<file path="src/rtl/muldiv_pkg.sv">
// Shared definitions for the iterative multiply/divide unit:
// op encodings, FSM states and default iteration count.
package muldiv_pkg;

    localparam logic OP_MULT = 1'b0;
    localparam logic OP_DIV  = 1'b1;

    localparam int ITER_DEFAULT = 32;

    localparam logic [31:0] DIV0_LO = 32'hFFFFFFFF;

    typedef enum logic [1:0] {
        S_IDLE,
        S_CALC,
        S_FIX
    } state_t;

endpackage

</file>
<file path="src/rtl/muldiv_sign_fix.sv">
// Sign handling for muldiv_unit (combinational).
// Entry side: srca/srcb/uns -> a_abs/b_abs, a_neg/b_neg.
// Exit side: op/sign_a/sign_b/acc_hi/acc_lo -> res_hi/res_lo.
module muldiv_sign_fix
    import muldiv_pkg::*;
#(
    parameter int WIDTH = 32
) (
    input  logic [WIDTH-1:0] srca,
    input  logic [WIDTH-1:0] srcb,
    input  logic             uns,
    output logic [WIDTH-1:0] a_abs,
    output logic [WIDTH-1:0] b_abs,
    output logic             a_neg,
    output logic             b_neg,
    input  logic             op,
    input  logic             sign_a,
    input  logic             sign_b,
    input  logic [WIDTH-1:0] acc_hi,
    input  logic [WIDTH-1:0] acc_lo,
    output logic [WIDTH-1:0] res_hi,
    output logic [WIDTH-1:0] res_lo
);

    logic [2*WIDTH-1:0] prod;
    logic [2*WIDTH-1:0] prod_n;

    assign a_neg = srca[WIDTH-1] & ~uns;
    assign b_neg = srcb[WIDTH-1] & ~uns;
    assign a_abs = a_neg ? -srca : srca;
    assign b_abs = b_neg ? -srcb : srcb;

    assign prod   = {acc_hi, acc_lo};
    assign prod_n = -prod;

    // A zero magnitude negates to zero, so the product only
    // comes out negative when both operands are nonzero.
    always_comb begin
        res_hi = acc_hi;
        res_lo = acc_lo;
        if (op == OP_DIV) begin
            if (sign_a ^ sign_b) res_lo = -acc_lo;
            if (sign_a)          res_hi = -acc_hi;
        end else if (sign_a ^ sign_b) begin
            res_hi = prod_n[2*WIDTH-1:WIDTH];
            res_lo = prod_n[WIDTH-1:0];
        end
    end

endmodule

</file>
<file path="src/rtl/muldiv_unit.sv">
// Iterative mult/div unit owning HI/LO; busy stalls the core.
// Ports: clk, reset, start, op, srca, srcb, wr_hi, wr_lo,
//   wdata -> busy, done, hi, lo.
// MULDIV_UNSIGNED_EN adds is_unsigned (multu/divu).
module muldiv_unit
    import muldiv_pkg::*;
#(
    parameter int WIDTH = 32,
    parameter int ITER  = ITER_DEFAULT
) (
    input  logic             clk,
    input  logic             reset,
    input  logic             start,
    input  logic             op,
`ifdef MULDIV_UNSIGNED_EN
    input  logic             is_unsigned,
`endif
    input  logic [WIDTH-1:0] srca,
    input  logic [WIDTH-1:0] srcb,
    input  logic             wr_hi,
    input  logic             wr_lo,
    input  logic [WIDTH-1:0] wdata,
    output logic             busy,
    output logic             done,
    output logic [WIDTH-1:0] hi,
    output logic [WIDTH-1:0] lo
);

    localparam int CW = (ITER > 1) ? $clog2(ITER) : 1;

    state_t state_q, state_d;

    logic [CW-1:0]    cnt_q;
    logic [WIDTH-1:0] a_q, b_q;
    logic [WIDTH-1:0] acc_hi_q, acc_lo_q;
    logic [WIDTH-1:0] acc_hi_d, acc_lo_d;
    logic [WIDTH-1:0] hi_q, lo_q;
    logic             op_q, sa_q, sb_q;
    logic             busy_q, done_q;

    logic             uns;
    logic [WIDTH-1:0] a_abs, b_abs;
    logic             a_neg, b_neg;
    logic [WIDTH-1:0] res_hi, res_lo;
    logic             accept, step, fix;
    logic             div0;

    logic [WIDTH:0]   mul_sum;
    logic [WIDTH:0]   div_sh;
    logic [WIDTH:0]   div_diff;

`ifdef MULDIV_UNSIGNED_EN
    assign uns = is_unsigned;
`else
    assign uns = 1'b0;
`endif

    muldiv_sign_fix #(
        .WIDTH (WIDTH)
    ) u_sign_fix (
        .srca   (srca),
        .srcb   (srcb),
        .uns    (uns),
        .a_abs  (a_abs),
        .b_abs  (b_abs),
        .a_neg  (a_neg),
        .b_neg  (b_neg),
        .op     (op_q),
        .sign_a (sa_q),
        .sign_b (sb_q),
        .acc_hi (acc_hi_q),
        .acc_lo (acc_lo_q),
        .res_hi (res_hi),
        .res_lo (res_lo)
    );

    always_ff @(posedge clk) begin
        if (reset) begin
            state_q <= S_IDLE;
            busy_q  <= 1'b0;
            done_q  <= 1'b0;
        end else begin
            state_q <= state_d;
            busy_q  <= (state_d != S_IDLE);
            done_q  <= fix;
        end
    end

    always_comb begin
        state_d = state_q;
        accept  = 1'b0;
        step    = 1'b0;
        fix     = 1'b0;
        unique case (state_q)
            S_IDLE: begin
                if (start) begin
                    accept  = 1'b1;
                    state_d = S_CALC;
                end
            end
            S_CALC: begin
                step = 1'b1;
                if (cnt_q == CW'(ITER - 1))
                    state_d = S_FIX;
            end
            S_FIX: begin
                fix     = 1'b1;
                state_d = S_IDLE;
            end
            default: state_d = S_IDLE;
        endcase
    end

    // Mult: right-shifting shift-add, multiplier in acc_lo.
    // Div: restoring, dividend shifts out of acc_lo into
    // the remainder in acc_hi, quotient bits shift in.
    always_comb begin
        mul_sum  = {1'b0, acc_hi_q}
                 + (acc_lo_q[0] ? {1'b0, a_q} : '0);
        div_sh   = {acc_hi_q, acc_lo_q[WIDTH-1]};
        div_diff = div_sh - {1'b0, b_q};
        acc_hi_d = acc_hi_q;
        acc_lo_d = acc_lo_q;
        if (op_q == OP_DIV) begin
            if (!div_diff[WIDTH]) begin
                acc_hi_d = div_diff[WIDTH-1:0];
                acc_lo_d = {acc_lo_q[WIDTH-2:0], 1'b1};
            end else begin
                acc_hi_d = div_sh[WIDTH-1:0];
                acc_lo_d = {acc_lo_q[WIDTH-2:0], 1'b0};
            end
        end else begin
            acc_hi_d = mul_sum[WIDTH:1];
            acc_lo_d = {mul_sum[0], acc_lo_q[WIDTH-1:1]};
        end
    end

    always_ff @(posedge clk) begin
        if (reset) begin
            cnt_q    <= '0;
            a_q      <= '0;
            b_q      <= '0;
            sa_q     <= 1'b0;
            sb_q     <= 1'b0;
            op_q     <= OP_MULT;
            acc_hi_q <= '0;
            acc_lo_q <= '0;
        end else if (accept) begin
            cnt_q    <= '0;
            a_q      <= a_abs;
            b_q      <= b_abs;
            sa_q     <= a_neg;
            sb_q     <= b_neg;
            op_q     <= op;
            acc_hi_q <= '0;
            acc_lo_q <= (op == OP_DIV) ? a_abs : b_abs;
        end else if (step) begin
            cnt_q    <= cnt_q + CW'(1);
            acc_hi_q <= acc_hi_d;
            acc_lo_q <= acc_lo_d;
        end
    end

    // With a zero divisor the restoring loop already leaves
    // |srca| as remainder, so only lo needs overriding.
    assign div0 = (op_q == OP_DIV) && (b_q == '0);

    always_ff @(posedge clk) begin
        if (reset) begin
            hi_q <= '0;
            lo_q <= '0;
        end else if (fix) begin
            hi_q <= res_hi;
            lo_q <= div0 ? WIDTH'(DIV0_LO) : res_lo;
        end else if (state_q == S_IDLE) begin
            if (wr_hi) hi_q <= wdata;
            if (wr_lo) lo_q <= wdata;
        end
    end

    assign busy = busy_q;
    assign done = done_q;
    assign hi   = hi_q;
    assign lo   = lo_q;

endmodule
</file>
<file path="config.mk">
export PLATFORM = sky130hd
export DESIGN_NAME = muldiv_unit
export DESIGN_NICKNAME = d
export VERILOG_FILES = /design/src/rtl/muldiv_pkg.sv /design/src/rtl/muldiv_sign_fix.sv /design/src/rtl/muldiv_unit.sv
export SDC_FILE = /design/constraint.sdc
export NUM_CORES = 1
export LEC_CHECK = 0
export BUFFER_PORTS_ARGS = -buffer_cell sky130_fd_sc_hd__buf_2
export CAP_MARGIN = 20
export CORE_ASPECT_RATIO = 2
export CORE_MARGIN = 1.5
export CORE_UTILIZATION = 37
export CTS_BUF_LIST = sky130_fd_sc_hd__clkbuf_8
export CTS_CLUSTER_DIAMETER = 30
export CTS_CLUSTER_SIZE = 10
export DETAILED_ROUTE_END_ITERATION = 10
export GPL_ROUTABILITY_DRIVEN = 1
export PLACE_DENSITY = 0.68
export SETUP_SLACK_MARGIN = 0.3
export SYNTH_ARGS = -nofsm -noshare
export SYNTH_HDL_FRONTEND = slang
export SYNTH_SLANG_ARGS = --single-unit
</file>
<file path="constraint.sdc">
create_clock -name clk -period 3.1 [get_ports clk]
set_clock_uncertainty 0.2 [all_clocks]
set_input_delay 0.155 -clock clk [delete_from_list [all_inputs] [get_ports clk]]
set_output_delay 0.155 -clock clk [all_outputs]
set_load 0.005 [all_outputs]
</file>
==> metrics <==
CP Data Arrival Time 3.70 ns; final setup fails 37; die area 43,400 um^2; RSZ-0062 raised after global routing yes; Sw Pwr 3.64 mW; MaxCap Viol Count 0; vias in the first global route 19,100; core area 41,600 um^2; slowest stage delay, CP 0.36 ns; mapped cell area 15,600 um^2; worst hold path type in2reg; Lkg Pwr 9.84 nW; worst slew pin tran 0.802 ns; status complete, but fails checks; Final Power 9.39 mW; Top delay family on crit path compound AO/OA/AOI/OAI gates; P_int 5.75 mW; Critical Path, Cell by Cell buf_6, buf_6, and2_4, ha_4, inv_2, o21ai_4, o2111ai_4, a31oi_4, a21oi_4, o41ai_4, nand4_1, a21boi_2, mux2i_2, a211oi_2; Crit Path Class reg2reg; Post-synth ARST share 0%; Setup WS pre-CTS -0.318 ns; Most Frequent Cell on Critical Path buf_6; Post-route DRC 0; fin util 55.4%; Max rail drop VDD 0.267 mV; Longest Clk Path Bufs 3; Synth warnings 0; min setup slack post-route -0.253 ns; Crit-path slowest cell dfxtp_4; Seq pwr share 31.5%; CTS root buf clkbuf_8; Achievable Freq 298 MHz; type of origin of the critical path flop; all-layer global routing usage 34.3%; CP Buf/Inv Count 3; dpl cells 2,984; Initial DRC Count 1,392; main flop type after synthesis dfxtp_1; share of cells above drive strength 1 33.1%; Die W 148 um; vias 18,900; Die H 293 um; final hold slack 0.00209 ns; # clock sinks 204; post-route cell area 23,100 um^2; Seq/Total Area, Yosys 26.2%; CTS tree yes; Layout Cells excl Fill 3,211; placed wire-length estimate 57,700 um; Worst-path clk slew 0.08 ns; post-DR wirelength/cell 24.0 um; synth-to-layout area growth 48.1%; CP endpoint kind flop; worst skew pair latency 0.69 ns; First-pass DRT Iterations 5; EDFF count, synth 0; Routed Wire Length 77,100 um; Area after DPL 19,500 um^2; I/O pin count 168; Unique masters post-synth 77; clock share of power 24.5%; CTS Buf Count 31; initial antenna violation count 2; Final Max Slew Viols 0; post-route minimum period 3.35 ns; P per Cell Area 407 nW/um^2; Worst Path Required 3.45 ns; combinational power share 44.0%; syn nets 2,256; Placer Congestion 1.03; Final Net Count 2,826; port bufs 167; switching share of power 38.8%; violated checks negative setup slack; Mapped Avg Cell Area 7.49 um^2; Starting Density 37.4%; register bit total from synthesis 204; H-Tree Depth 1; slew margin rel. 46.6%; Mapped Cells 2,082; Tcrit/Tclk final 108%; setup TNS -2.67 ns; first-pass GRT wire length 111,000 um; Hold Fails Final Rpt 0; Crit Path Max Fanout 6; grt total ovfl 0; post-route ant nets 0; largest net degree at the start of global routing 157; # rows 106; via/cell ratio 5.88
==> cell type report <==
| type | instances | area, um^2 |
|---|---|---|
| clock buffers | 32 | 440 |
| fillers | 3842 | 18600 |
| inverters | 61 | 249 |
| well taps | 540 | 676 |
| diodes | 2 | 5.00 |
| multi-input cells | 1671 | 12200 |
| clock inverters | 18 | 148 |
| repair buffers | 683 | 5290 |
| flip-flops and latches | 204 | 4100 |
==> layer usage <==
| metal | global-route usage (%) | share of wire (%) |
|---|---|---|
| met4 | 37.3 | 13 |
| met1 | 31.1 | 32 |
| met3 | 4.97 | 5.4 |
| met2 | 61.5 | 50 |
| met5 | 0 | 0 |
==> sequential cells by signal, summed over array words and instances (netlist names) <==
register  flops
cnt_q         5
lo           32
hi           32
state_q       2
acc_lo_q     32
op_q          1
a_q          32
sb_q          1
b_q          32
done          1
sa_q          1
busy          1
acc_hi_q     32
==> path summary, 6_finish.rpt <==
kind | startpoint | to | slack, ns | cells after the start
setup / recovery | acc_lo_q[0] | acc_hi_q[30] | -0.25 | 14
hold / removal | srcb[27] | b_q[28] | 0.002 | 6
setup reg to reg | acc_lo_q[0] | acc_hi_q[30] | -0.25 | 14
hold reg to reg | hi[8] | hi[8] | 0.25 | 2
==> layout by cell type (no fill, tap or decap), types with 15 or more instances in the layout <==
cell type and count:
xnor2_1 77, and2_1 26, nand2_1 188, buf_6 33, a21oi_1 152, a211oi_1 82, xor2_1 91, o221ai_1 42
a21oi_2 30, nor4_1 21, o211ai_1 31, buf_2 166, a21o_1 31, buf_4 350, clkbuf_8 32, nand2b_1 22
mux2i_1 54, ha_4 21, o21ai_0 80, nand3_1 30, ha_1 45, inv_1 55, and2_4 15, o31ai_1 17
o21ai_1 34, dfxtp_1 193, nor2_1 225, nor3_1 23, o21ai_2 19, dlygate4sd3_1 121
==> synthesized netlist by cell type (17+ instances only) <==
cell / number / share of area (%)
a211oi_1: 89 / 4.3
a21o_1: 31 / 1.5
a21oi_1: 192 / 6.2
and2_1: 43 / 1.7
clkbuf_1: 126 / 3.0
dfxtp_1: 204 / 26
ha_1: 70 / 5.6
inv_1: 60 / 1.4
mux2i_1: 57 / 3.7
nand2_1: 201 / 4.8
nand2b_1: 25 / 1.0
nand3_1: 34 / 1.1
nor2_1: 240 / 5.8
nor2b_1: 17 / 0.68
nor3_1: 27 / 0.87
nor4_1: 24 / 0.96
o211ai_1: 31 / 1.5
o21ai_0: 107 / 3.4
o21ai_1: 28 / 0.90
o221ai_1: 44 / 2.5
o31ai_1: 24 / 1.2
xnor2_1: 84 / 4.7
xor2_1: 96 / 5.4
==> power groups by stage <==
stage	clock network [mW]	registers, mW	logic, mW
after floorplan	0	3.00	1.83
after global placement	0	2.99	3.31
after detailed placement	0	3.00	3.35
after CTS	2.30	2.95	3.77
after global routing	2.41	2.97	4.37
final	2.30	2.95	4.14
==> worst reg2reg max path, stage by stage (launching register included) <==
cell       delay (ns)
dfxtp_4          0.36
buf_6            0.14
buf_6            0.12
and2_4           0.17
ha_4             0.31
inv_2            0.05
o21ai_4          0.21
o2111ai_4        0.16
a31oi_4          0.28
a21oi_4          0.10
o41ai_4          0.29
nand4_1          0.22
a21boi_2         0.21
mux2i_2          0.34
a211oi_2         0.06
==> kinds of logic (layout without fill, tap and decap cells) <==
family	count (synthesis)	after routing	share of synthesized area, %
simple gates	701	701	21.4
flops	204	204	26.2
fa+ha+maj	72	72	5.87
mux	60	60	3.88
buf+inv	207	794	5.09
other cells	0	2	0
compound gates	658	658	27.4
xor+xnor	180	180	10.1
==> repair_timing <==
| action | 4_1_cts | 5_1_grt |
|---|---|---|
| pin swaps | 110 | 99 |
| buffers inserted | 30 | 23 |
| resized for setup | 172 | 151 |
| cloned | 1 | 0 |
| setup endpoints to repair | 64 | 76 |
| hold endpoints to repair | 145 | 0 |
| hold buffers | 121 | 0 |
Note: power is estimated with default switching activity, not from simulation.
